==> config.mk <==
export PLATFORM = sky130hd
export DESIGN_NAME = controller_tx_arbiter
export DESIGN_NICKNAME = d
export VERILOG_FILES = /design/src/rtl/controller_tx_arbiter.sv
export SDC_FILE = /design/constraint.sdc
export NUM_CORES = 1
export LEC_CHECK = 0
export BUFFER_PORTS_ARGS = -buffer_cell sky130_fd_sc_hd__buf_4
export CAP_MARGIN = 10
export CORE_AREA = 2 2 62 64
export CTS_CLUSTER_SIZE = 20
export DETAILED_ROUTE_END_ITERATION = 10
export DIE_AREA = 0 0 64 66
export PLACE_DENSITY = 0.86
export SYNTH_ARGS = -nofsm -noshare
export SYNTH_HDL_FRONTEND = slang
export SYNTH_SLANG_ARGS = --single-unit
==> constraint.sdc <==
create_clock -name clk -period 2.92 [get_ports clk]
set_clock_uncertainty 0.15 [all_clocks]
set_input_delay 0.876 -clock clk [delete_from_list [all_inputs] [get_ports clk]]
set_output_delay 0.876 -clock clk [all_outputs]
set_load 0.03 [all_outputs]
==> src/rtl/controller_tx_arbiter.sv <==
// ---------------------------------------------------------------------------
// controller_tx_arbiter
//
// Shares the single host-facing UART transmit pin between the player 1 and
// player 2 controller channels. A round-robin arbiter picks one pending
// request, acknowledges it with a one-cycle pulse, and the byte is then sent
// as a standard 8N1 frame (start bit, 8 data bits LSB first, stop bit).
//
// Optional build macro: TX_TAG_EN
//   When defined, every grant sends two back-to-back frames: a channel tag
//   byte (TAG1 / TAG2) followed by the data byte, with no idle gap between.
//   When undefined, only the data frame is sent and TAG1/TAG2 are unused.
//
// Parameters:
//   CLK_DIV  clk cycles per serial bit (2..65535)
//   TAG1     channel 1 tag byte (TX_TAG_EN only)
//   TAG2     channel 2 tag byte (TX_TAG_EN only)
//
// Ports:
//   clk    system clock
//   rst_n  asynchronous active-low reset
//   req1   channel 1 request, held with data1 stable until ack1
//   data1  channel 1 byte
//   ack1   one-cycle pulse, data1 has been captured
//   req2   channel 2 request
//   data2  channel 2 byte
//   ack2   one-cycle pulse, data2 has been captured
//   txd    serial output, idle high
//   busy   high whenever the transmitter is not idle
// ---------------------------------------------------------------------------
module controller_tx_arbiter #(
    parameter int unsigned CLK_DIV = 16,
    parameter logic [7:0]  TAG1    = 8'hA1,
    parameter logic [7:0]  TAG2    = 8'hA2
) (
    input  logic       clk,
    input  logic       rst_n,
    input  logic       req1,
    input  logic [7:0] data1,
    output logic       ack1,
    input  logic       req2,
    input  logic [7:0] data2,
    output logic       ack2,
    output logic       txd,
    output logic       busy
);

    localparam logic [15:0] BAUD_LAST = 16'(CLK_DIV - 1);

`ifdef TX_TAG_EN
    typedef enum logic [2:0] {
        IDLE, START, DATA, STOP, TAG_START, TAG_DATA, TAG_STOP
    } state_t;
`else
    typedef enum logic [1:0] {
        IDLE, START, DATA, STOP
    } state_t;
`endif

    state_t      state;
    logic [15:0] baud_cnt;
    logic [2:0]  bit_cnt;
    logic [7:0]  shift_reg;
    logic        ptr_ch2;
    logic        gnt1;
    logic        gnt2;
    logic        grant_slot;
    logic        baud_last;

`ifdef TX_TAG_EN
    logic [7:0]  data_hold;
`else
    // Tag bytes only matter when tagging is compiled in.
    logic        unused_tags;
    assign unused_tags = ^{TAG1, TAG2};
`endif

    // Arbitration decision. A grant may be issued either from a quiet IDLE
    // cycle or from the final STOP cycle, so that the ack lands in the single
    // IDLE cycle that separates back-to-back frames.
    always_comb begin
        baud_last  = (baud_cnt == BAUD_LAST);
        gnt1       = req1 && (!req2 || !ptr_ch2);
        gnt2       = req2 && (!req1 || ptr_ch2);
        grant_slot = ((state == IDLE) && !ack1 && !ack2) ||
                     ((state == STOP) && baud_last);
    end

    // Transmitter FSM with registered outputs. The ack pulse marks the IDLE
    // cycle in which data was captured; the frame starts on the next cycle.
    always_ff @(posedge clk or negedge rst_n) begin
        if (!rst_n) begin
            state     <= IDLE;
            baud_cnt  <= '0;
            bit_cnt   <= '0;
            shift_reg <= '0;
            ptr_ch2   <= 1'b0;
            ack1      <= 1'b0;
            ack2      <= 1'b0;
            txd       <= 1'b1;
            busy      <= 1'b0;
`ifdef TX_TAG_EN
            data_hold <= '0;
`endif
        end else begin
            ack1 <= 1'b0;
            ack2 <= 1'b0;

            if (grant_slot && gnt1) begin
                ack1    <= 1'b1;
                ptr_ch2 <= 1'b1;
`ifdef TX_TAG_EN
                shift_reg <= TAG1;
                data_hold <= data1;
`else
                shift_reg <= data1;
`endif
            end else if (grant_slot && gnt2) begin
                ack2    <= 1'b1;
                ptr_ch2 <= 1'b0;
`ifdef TX_TAG_EN
                shift_reg <= TAG2;
                data_hold <= data2;
`else
                shift_reg <= data2;
`endif
            end

            case (state)
                IDLE: begin
                    if (ack1 || ack2) begin
`ifdef TX_TAG_EN
                        state <= TAG_START;
`else
                        state <= START;
`endif
                        txd      <= 1'b0;
                        busy     <= 1'b1;
                        baud_cnt <= '0;
                    end
                end

                START: begin
                    if (baud_last) begin
                        state    <= DATA;
                        baud_cnt <= '0;
                        bit_cnt  <= '0;
                        txd      <= shift_reg[0];
                    end else begin
                        baud_cnt <= baud_cnt + 16'd1;
                    end
                end

                // The shift register always presents the current bit at [0],
                // so the next bit to drive is at [1] before shifting.
                DATA: begin
                    if (baud_last) begin
                        baud_cnt <= '0;
                        if (bit_cnt == 3'd7) begin
                            state <= STOP;
                            txd   <= 1'b1;
                        end else begin
                            bit_cnt   <= bit_cnt + 3'd1;
                            txd       <= shift_reg[1];
                            shift_reg <= shift_reg >> 1;
                        end
                    end else begin
                        baud_cnt <= baud_cnt + 16'd1;
                    end
                end

                STOP: begin
                    if (baud_last) begin
                        state    <= IDLE;
                        baud_cnt <= '0;
                        busy     <= 1'b0;
                    end else begin
                        baud_cnt <= baud_cnt + 16'd1;
                    end
                end

`ifdef TX_TAG_EN
                TAG_START: begin
                    if (baud_last) begin
                        state    <= TAG_DATA;
                        baud_cnt <= '0;
                        bit_cnt  <= '0;
                        txd      <= shift_reg[0];
                    end else begin
                        baud_cnt <= baud_cnt + 16'd1;
                    end
                end

                TAG_DATA: begin
                    if (baud_last) begin
                        baud_cnt <= '0;
                        if (bit_cnt == 3'd7) begin
                            state <= TAG_STOP;
                            txd   <= 1'b1;
                        end else begin
                            bit_cnt   <= bit_cnt + 3'd1;
                            txd       <= shift_reg[1];
                            shift_reg <= shift_reg >> 1;
                        end
                    end else begin
                        baud_cnt <= baud_cnt + 16'd1;
                    end
                end

                // The tag frame chains straight into the data frame's start
                // bit without passing through IDLE.
                TAG_STOP: begin
                    if (baud_last) begin
                        state     <= START;
                        baud_cnt  <= '0;
                        txd       <= 1'b0;
                        shift_reg <= data_hold;
                    end else begin
                        baud_cnt <= baud_cnt + 16'd1;
                    end
                end
`endif

                default: state <= IDLE;
            endcase
        end
    end

endmodule

==> run summary, run 1 <==
• **post-synthesis cell type count** 43
• **commonest register cell after synthesis** dfrtp_1
• **total global routing overflow** 0
• **ys async rst share** 1.00
• **Port Buffers** 23
• **placeable core region** 0.00355 mm2
• **number of pins with negative max-slew slack in the final report** 0
• **crit path time final** 2.62 ns
• **max cap viols** 0
• **Placement Rows** 22
• **remaining antenna violation count** 0
• **number of antenna violations at the first check in global routing** 0
• **required time at the endpoint of the critical path** 3.03 ns
• **flop and latch count out of synthesis** 34
• **status** completed
• **unrepaired setup endpoints after global routing** no
• **Yosys warnings** 0
• **flip-flop count of the largest register, all copies and words added** 16
• **H-tree lvl count** 2
• **DIE AREA** 0.00422 mm2
• **number of buffers added for setup after CTS** 0
• **WL/cell** 15.3 um
• **post-synthesis instance area** 0.00196 mm2
• **Die H** 66 um
• **clk sinks** 34
• **starting density of the core** 0.553
• **Final Power** 0.00187 W
• **class of the tightest hold or removal check** in2async
• **I/O pins** 24
• **number of enable flip-flop cells after synthesis** 0
• **per-instance average area after synthesis** 9.67 um2
• **Max Clock Freq** 0.381 GHz
• **max_slew headroom** 0.567
• **Peak supply drop** 0.428 mV
• **share of post-route cells with drive strength above 1** 0.227
• **crit-path max FO** 7
• **fraction of the core area covered by cells at the end of the flow** 0.639
• **ratio of routed vias to standard cells** 6.24
• **Post-Route WL** 4230 um
• **number of placed cells counting well taps** 269
• **Gate Count Post-Synth** 203
• **area growth from synthesis to layout** 15.6%
• **number of hold violations in the final report** 0
• **first-pass iteration count of the detailed router** 5
• **horizontal extent of the die** 64 um
• **final worst path period share** 0.898
• **nets** 256
• **number of vias in the routed layout** 1728
• **total DRC errors in the routed layout** 0
• **overall track demand over capacity in global routing** 0.223
• **nets in the synthesized netlist** 231
• **final instance count without filler cells** 277
• **number of hold buffers added after CTS** 0
• **Critical Path Source Type** flop
• **minimum hold slack** 0.286 ns
• **leakage power** 1.00 nW
• **post-synth top area share** 0.421
• **power per cell area** 825 mW/mm2
• **worst-margin pin slew** 0.648 ns
• **total negative slack** 0 ns
• **via count of the first global-routing pass** 1600
• **HPWL after detailed placement** 2880 um
• **main area contributors after synthesis** dfrtp_1 (42%), o21ai_0 (7.1%), ha_1 (5.1%), nand2_1 (4.2%), a32o_1 (4.1%)
• **number of antenna cells inserted** 0
• **clock root cell** clkbuf_4
• **number of gates given a new drive strength after cts** 0
• **arrival time at the worst endpoint** 2.73 ns
• **CTS tree** yes
• **routability cong.** 0.799
• **global-route wire length before repair** 7340 um
• **number of design-rule violations left by the first detailed-router iteration** 116
• **clock edge transition at the registers on the reported setup and hold paths** 0.11 ns
• **cell type with the highest aggregate area in the netlist** dfrtp_1
• **latest clock arrival within the worst-skew pair** 0.36 ns
• **Setup violations, final** 0
• **endpoint type of the worst setup path** flop
• **CTS Buf Count** 5
• **maximum clock path buffer count** 2
• **maximum number of pins on one net before global-route repair** 35
• **share of the yosys chip area belonging to registers** 0.434
• **worst setup path category** reg2reg
-- cells in the mapped netlist (3+ instances only) --
library cell	count
nand2_1	22
nor2_1	9
o31ai_1	7
nand4_1	3
and3_1	3
a31oi_1	4
ha_1	8
a22oi_1	6
nand3_1	8
a22o_1	5
a21oi_1	9
clkbuf_1	6
o21ai_0	28
xor2_1	3
dfrtp_1	33
inv_1	5
or4_4	3
a32o_1	8
-- power by group --
group | internal [W] | switching [W] | total (W) | leakage (nW)
Clock | 0.000164 | 0.000170 | 0.000334 | 0.0446
Combinational | 0.000366 | 0.000467 | 0.000833 | 0.517
Sequential | 0.000601 | 0.000103 | 0.000704 | 0.439
Total | 0.00113 | 0.000740 | 0.00187 | 1.00
-- per-layer routing --
metal	global-route usage	routed length, um	vias up
met5	0	0	-
met2	0.339	1910	52
met4	0.0924	76	0
met1	0.303	2020	845
met3	0.0579	228	6
li1	-	-	825
-- through the flow --
step | instance area (um2) | setup WS [ns]
2_1_floorplan | 1960 | 0.486
3_3_place_gp | 2190 | 0.375
3_5_place_dp | 2190 | 0.313
4_1_cts | 2270 | 0.299
5_1_grt | 2270 | 0.200
6_report | 2270 | 0.297
-- worst paths after layout --
path / startpoint / end / slack, ns / cells past startpoint
hold / removal: rst_n / ack2$_DFF_PN0_ / 0.29 / 1
max in group asynchronous: rst_n / txd$_DFFE_PN1P_ / 1.99 / 1
setup reg to reg: baud_cnt[9]$_DFFE_PN0P_ / state[1]$_DFFE_PN0P_ / 0.30 / 5
setup / recovery: baud_cnt[9]$_DFFE_PN0P_ / state[1]$_DFFE_PN0P_ / 0.30 / 5
min in group clk: baud_cnt[15]$_DFFE_PN0P_ / baud_cnt[15]$_DFFE_PN0P_ / 0.34 / 1
hold reg to reg: baud_cnt[15]$_DFFE_PN0P_ / baud_cnt[15]$_DFFE_PN0P_ / 0.34 / 1
-- worst max-delay path, stage by stage (launching register included) --
cell	delay (ns)
dfrtp_1	0.45
or4_4	0.59
or4_1	0.70
a21oi_1	0.18
o21ai_1	0.13
mux2_4	0.32
-- layout by cell type (no fill, tap or decap), types with 2 or more instances in the layout --
cell,Yosys,final
a22o_1,5,5
nand3_1,8,8
a21oi_1,9,9
nand2_1,22,22
ha_1,8,8
nor3_1,2,2
inv_1,5,5
a22oi_1,6,6
and3_1,3,3
dfrtp_1,33,33
a221oi_2,2,2
nand4_1,3,3
clkbuf_8,0,3
a31oi_1,4,4
mux2_2,2,2
xor2_1,3,3
or4_4,3,3
o21ai_0,28,28
nor2_1,9,9
a32o_1,8,8
buf_4,0,29
or4_1,2,2
clkbuf_4,0,5
nand2b_1,2,2
o31ai_1,7,7
-- cell type report --
class,count,area (um2)
multi-input combinational,153,1040
inverter,5,18.8
sequential,34,852
fill,289,1280
timing repair buffer,29,218
tap,48,60.1
clock buffer,8,78.8
-- logic make-up after synthesis --
family / after synthesis / synth area share
buf+inv: 16 / 0.0395
fa+ha+maj: 8 / 0.0510
compound gates: 77 / 0.272
simple gates: 61 / 0.166
mux: 4 / 0.0242
flops: 34 / 0.434
xor+xnor: 3 / 0.0134
Note: power is estimated with default switching activity, not from simulation.
==> run 2: changes to the inputs <==
Settings changed: CORE_AREA 2 2 62 64 to 2 2 74 55, DIE_AREA 0 0 64 66 to 0 0 76 57, GPL_ROUTABILITY_DRIVEN from default to 0, PLACE_DENSITY 0.86 to 0.85.
Clock period 2.92 ns to 2.99 ns, I/O delays scaled along.
==> run 2 against run 1 <==
  * Worst setup slack better by 0.058 ns
  * Via count up 0.29%
  * Routed wire length up 6.3%
  * Critical path depth down 1
  * Combinational power down 3.7%
  * Final area up 1.1%
  * Die area up 2.6%
  * Cell count up 1.1%
  * Sequential power down 1%
==> run summary, run 2 (synthesized netlist as in run 1, its figures left out) <==
• **number of gates given a new drive strength after cts** 0, unchanged
• **number of antenna violations at the first check in global routing** 0, unchanged
• **Placement Rows** 19, -14%
• **total negative slack** 0 ns, unchanged
• **required time at the endpoint of the critical path** 3.01 ns, -0.02 ns
• **design internal power** 0.00119 W, +5.4%
• **critical-path cell with the highest stage delay** nor4_1
• **Port Buffers** 23, unchanged
• **placeable core region** 0.00368 mm2, +3.8%
• **most frequent cells in the layout** dfrtp_1 (33), o21ai_0 (28), buf_4 (28), nand2_1 (22)
• **Post-Layout Inst Area** 0.00229 mm2, +1.1%
• **I/O pins** 24, unchanged
• **leakage power** 1.00 nW, +0.24%
• **CTS tree** yes
• **worst setup path category** reg2reg
• **Setup violations, final** 0, unchanged
• **Worst Hold Launch** shift_reg[2]$_DFF_PN0_
• **clk sinks** 34, unchanged
• **sum of buffers and inverters on the critical path** 0, unchanged
• **max_slew headroom** 0.520, -0.0466
• **startpoint of the worst-slack reg-to-reg timing path** baud_cnt[12]$_DFFE_PN0P_
• **first-pass iteration count of the detailed router** 4, -1
• **Worst setup startpoint** baud_cnt[12]$_DFFE_PN0P_
• **most common cell after layout, fill and taps aside** dfrtp_1
• **minimum hold slack** 0.345 ns, +0.0593 ns
• **Die H** 57 um, -14%
• **Final Power** 0.00191 W, +2.1%
• **HPWL after detailed placement** 3150 um, +9.2%
• **maximum clock path buffer count** 2, unchanged
• **starting density of the core** 0.533, -0.0201
• **crit-path max FO** 7, unchanged
• **Post-Route WL** 4500 um, +6.3%
• **number of placed cells counting well taps** 272, +1.1%
• **CTS Buf Count** 5, unchanged
• **Peak supply drop** 0.586 mV, +37%
• **share of post-route cells with drive strength above 1** 0.215, -0.0122
• **WL/cell** 16.1 um, +5.2%
• **worst-margin pin slew** 0.713 ns, +0.0647 ns
• **crit path time final** 2.64 ns, +0.0125 ns
• **sequential share of power** 0.364, -0.012
• **remaining antenna violation count** 0, unchanged
• **number of pins with negative max-slew slack in the final report** 0, unchanged
• **total global routing overflow** 0, unchanged
• **H-tree lvl count** 2, unchanged
• **horizontal extent of the die** 76 um, +19%
• **class of the tightest hold or removal check** reg2reg
• **total DRC errors in the routed layout** 0, unchanged
• **power per cell area** 833 mW/mm2, +0.97%
• **max cap viols** 0, unchanged
• **clock root cell** clkbuf_8
• **final worst path period share** 0.881, -0.0169
• **final instance count without filler cells** 280, +1.1%
• **overall track demand over capacity in global routing** 0.220, -0.00309
• **via count of the first global-routing pass** 1618, +1.1%
• **clock edge transition at the registers on the reported setup and hold paths** 0.07 ns, -0.04 ns
• **arrival time at the worst endpoint** 2.66 ns, -0.07 ns
• **clock network fraction of total power** 0.216, +0.037
• **maximum number of pins on one net before global-route repair** 35, unchanged
• **status** completed
• **area growth from synthesis to layout** 16.8%
• **DIE AREA** 0.00433 mm2, +2.6%
• **net switching component of the power** 0.000717 W, -3.0%
• **Gate power share** 0.420, -0.025
• **Placed Instance Area** 0.00219 mm2, -0.11%
• **cell breakdown of the critical path** or4_1 -> nor4_1 -> o21ai_0 -> a22o_1
• **Filler Cell Count** 300, +3.8%
• **delay of the slowest cell on the worst path** 0.64 ns, -0.06 ns
• **nets** 255, -0.39%
• **flip-flop count of the largest register, all copies and words added** 16, unchanged
• **number of design-rule violations left by the first detailed-router iteration** 118, +1.7%
• **number of hold buffers added after CTS** 0, unchanged
• **ratio of routed vias to standard cells** 6.19, -0.79%
• **Max Clock Freq** 0.379 GHz, -0.47%
• **number of vias in the routed layout** 1733, +0.29%
• **Critical Path Source Type** flop
• **switching part of the total** 0.376, -0.0197
• **Worst path top cell family by delay** simple AND/OR/NAND/NOR gates
• **unrepaired setup endpoints after global routing** no
• **latest clock arrival within the worst-skew pair** 0.28 ns, -0.08 ns
• **number of hold violations in the final report** 0, unchanged
• **global-route wire length before repair** 7580 um, +3.2%
• **endpoint type of the worst setup path** flop
• **number of antenna cells inserted** 0, unchanged
• **number of buffers added for setup after CTS** 0, unchanged
-- run 2: changes by cell type in the layout (fill, tap and decap cells not counted), sizes merged --
cell    change
buf         -1
bufinv      +1
clkbuf      -1
-- run 2: layout make-up --
class / instances / area, um2 / area share
sequential: 34 / 852 / 0.372
timing repair buffer: 28 / 210 / 0.0917
inverter: 5 / 18.8 / 0.00818
tap: 52 / 65.1 / 0.0284
clock buffer: 7 / 76.3 / 0.0333
multi-input combinational: 153 / 1040 / 0.454
clock inverter: 1 / 30.0 / 0.0131
-- run 2: metrics by stage --
step | worst slack (ns) | utilization
finish | 0.355 | 0.622
global route | 0.233 | 0.622
detailed placement | 0.412 | 0.594
CTS | 0.400 | 0.622
global placement | 0.447 | 0.594
floorplan | 0.556 | -
-- run 2: per-layer routing --
metal	wire length, um	share of wire	GRT usage	up-vias
li1	-	-	-	823
met5	0	0	0	-
met4	127	0.028	0.109	0
met3	223	0.050	0.0506	12
met1	2140	0.48	0.311	842
met2	2000	0.45	0.325	56
-- run 2: final timing paths --
kind | endpoint | slack (ns) | depth (start not counted)
worst max-delay path | bit_cnt[1]$_DFFE_PN0P_ | 0.35 | 4
worst min-delay path | shift_reg[1]$_DFF_PN0_ | 0.34 | 2
worst max register to register | bit_cnt[1]$_DFFE_PN0P_ | 0.35 | 4
worst min register to register | shift_reg[1]$_DFF_PN0_ | 0.34 | 2
max in group asynchronous | txd$_DFFE_PN1P_ | 1.95 | 1
min in group asynchronous | ptr_ch2$_DFFE_PN0P_ | 0.40 | 1
-- run 2: worst min-delay path, stage by stage (launching register included) --
cell and delay, ns:
dfrtp_1 0.34, nand2_1 0.05, o21ai_0 0.07
-- run 2: power by group through the flow --
stage               registers (W)  clock network [W]  logic [W]
finish                   0.000695           0.000413   0.000802
global route             0.000713           0.000443   0.000894
CTS                      0.000691           0.000419   0.000797
detailed placement       0.000698                  0   0.000792
global placement         0.000694                  0   0.000776
floorplan                0.000696                  0   0.000587
==> run 3: changes to the inputs <==
Settings changed: CORE_AREA 2 2 74 55 to 2 2 82 61, DIE_AREA 0 0 76 57 to 0 0 84 63, PLACE_DENSITY 0.85 to 0.72.
==> run 3 against run 2 <==
  * Sequential power decreased by 0.9%
  * Non-clock buffer count grew 3
  * Hold slack worse by 0.0093 ns
  * Sequential share of layout area decreased by 0.95 points
  * Largest power group unchanged
==> run summary, run 3 (synthesized netlist as in run 1, its figures left out) <==
• **status** completed
• **Setup violations, final** 0, unchanged
• **Placement Rows** 21, +2
• **Max Clock Freq** 0.383 GHz, +1.0%
• **fraction of the core area covered by cells at the end of the flow** 0.518, -0.105
• **via count of the first global-routing pass** 1534, -5.2%
• **power per cell area** 860 mW/mm2, +3.3%
• **crit path time final** 2.61 ns, -0.0266 ns
• **starting density of the core** 0.432, -0.101
• **crit-path max FO** 7, unchanged
• **most common cell after layout, fill and taps aside** dfrtp_1
• **clk sinks** 34, unchanged
• **remaining antenna violation count** 0, unchanged
• **Critical Path Source Type** flop
• **HPWL after detailed placement** 3050 um, -3.2%
• **design internal power** 0.00129 W, +8.1%
• **Peak supply drop** 0.538 mV, -8.2%
• **overall track demand over capacity in global routing** 0.170, -0.0500
• **class of the tightest hold or removal check** reg2reg
• **number of antenna violations at the first check in global routing** 0, unchanged
• **required time at the endpoint of the critical path** 3.03 ns, +0.02 ns
• **area growth from synthesis to layout** 19.9%
• **placeable core region** 0.00455 mm2, +23%
• **flip-flop count of the largest register, all copies and words added** 16, unchanged
• **sequential share of power** 0.340, -0.024
• **ratio of routed vias to standard cells** 5.69, -8.1%
• **number of hold violations in the final report** 0, unchanged
• **CTS Buf Count** 5, unchanged
• **switching part of the total** 0.363, -0.0126
• **latest clock arrival within the worst-skew pair** 0.29 ns, about the same
• **total global routing overflow** 0, unchanged
• **global-route wire length before repair** 7250 um, -4.4%
• **unrepaired setup endpoints after global routing** no
• **Post-Route WL** 4240 um, -5.8%
• **number of antenna cells inserted** 0, unchanged
• **clock root cell** clkbuf_8
• **number of design-rule violations left by the first detailed-router iteration** 115, -2.5%
• **share of post-route cells with drive strength above 1** 0.234, +0.0189
• **clock edge transition at the registers on the reported setup and hold paths** 0.08 ns, about the same
• **Gate power share** 0.406, -0.014
• **arrival time at the worst endpoint** 2.64 ns, -0.02 ns
• **net switching component of the power** 0.000735 W, +2.4%
• **final worst path period share** 0.872, -0.00891
• **maximum number of pins on one net before global-route repair** 35, unchanged
• **Filler Cell Count** 413, +38%
• **CTS tree** yes
• **most frequent cells in the layout** dfrtp_1 (33), buf_4 (31), o21ai_0 (28), nand2_1 (22)
• **horizontal extent of the die** 84 um, +11%
• **H-tree lvl count** 2, unchanged
• **maximum clock path buffer count** 2, unchanged
• **leakage power** 1.03 nW, +3.1%
• **WL/cell** 14.7 um, -8.4%
• **number of buffers added for setup after CTS** 0, unchanged
• **DIE AREA** 0.00529 mm2, +22%
• **number of vias in the routed layout** 1638, -5.5%
• **number of gates given a new drive strength after cts** 0, unchanged
• **number of pins with negative max-slew slack in the final report** 0, unchanged
• **number of hold buffers added after CTS** 0, unchanged
• **clock network fraction of total power** 0.254, +0.038
• **Port Buffers** 23, unchanged
• **max_slew headroom** 0.662, +0.142
• **worst-margin pin slew** 0.505 ns, -0.209 ns
• **worst setup path category** reg2reg
• **endpoint type of the worst setup path** flop
• **nets** 258, +1.2%
• **max cap viols** 0, unchanged
• **first-pass iteration count of the detailed router** 4, unchanged
• **Final Power** 0.00202 W, +6.0%
• **Die H** 63 um, +11%
• **total DRC errors in the routed layout** 0, unchanged
• **total negative slack** 0 ns, unchanged
• **I/O pins** 24, unchanged
[run 3: layer usage]
layer	vias to the layer above	global-route usage	part of all wire
met5	-	0	0
met4	0	0.0544	0.014
met3	5	0.0423	0.032
met2	28	0.239	0.42
met1	782	0.255	0.53
li1	823	-	-
[run 3: cell type report]
| cell class | instances | area, um2 | share of cell area |
|---|---|---|---|
| clock buffer | 5 | 68.8 | 0.0292 |
| timing repair buffer | 31 | 233 | 0.0989 |
| tap | 57 | 71.3 | 0.0303 |
| multi-input combinational | 153 | 1040 | 0.442 |
| inverter | 5 | 18.8 | 0.00797 |
| sequential | 34 | 852 | 0.362 |
| clock inverter | 3 | 68.8 | 0.0292 |
[run 3: worst max-delay path, cell delays in order, from the launching register on]
cell	delay [ns]
dfrtp_1	0.45
or4_4	0.59
or4_1	0.69
a21oi_1	0.18
o21ai_1	0.13
mux2_4	0.32
[run 3: worst paths after layout]
check	from	end	slack, ns	cells past startpoint
worst max-delay path	baud_cnt[9]$_DFFE_PN0P_	state[1]$_DFFE_PN0P_	0.38	5
worst min-delay path	baud_cnt[15]$_DFFE_PN0P_	baud_cnt[15]$_DFFE_PN0P_	0.34	1
worst max register to register	baud_cnt[9]$_DFFE_PN0P_	state[1]$_DFFE_PN0P_	0.38	5
worst min register to register	baud_cnt[15]$_DFFE_PN0P_	baud_cnt[15]$_DFFE_PN0P_	0.34	1
max in group asynchronous	rst_n	txd$_DFFE_PN1P_	1.96	1
min in group asynchronous	rst_n	state[1]$_DFFE_PN0P_	0.39	1
[run 3: stage by stage]
stage	setup slack [ns]	hold WS (ns)	area [um2]	instances
6_report	0.381	0.335	2350	288
5_1_grt	0.282	0.356	2350	288
4_1_cts	0.370	0.335	2350	288
3_5_place_dp	0.383	0.317	2220	280
3_3_place_gp	0.421	0.320	2220	280
2_1_floorplan	0.556	0.288	1960	203
[run 3: power by group through the flow]
| stage | Sequential, W | Combinational, W | Clock, W |
|---|---|---|---|
| final | 0.000689 | 0.000822 | 0.000514 |
| after global routing | 0.000703 | 0.000918 | 0.000544 |
| after CTS | 0.000687 | 0.000820 | 0.000523 |
| after detailed placement | 0.000694 | 0.000814 | 0 |
| after global placement | 0.000693 | 0.000804 | 0 |
| after floorplan | 0.000696 | 0.000587 | 0 |
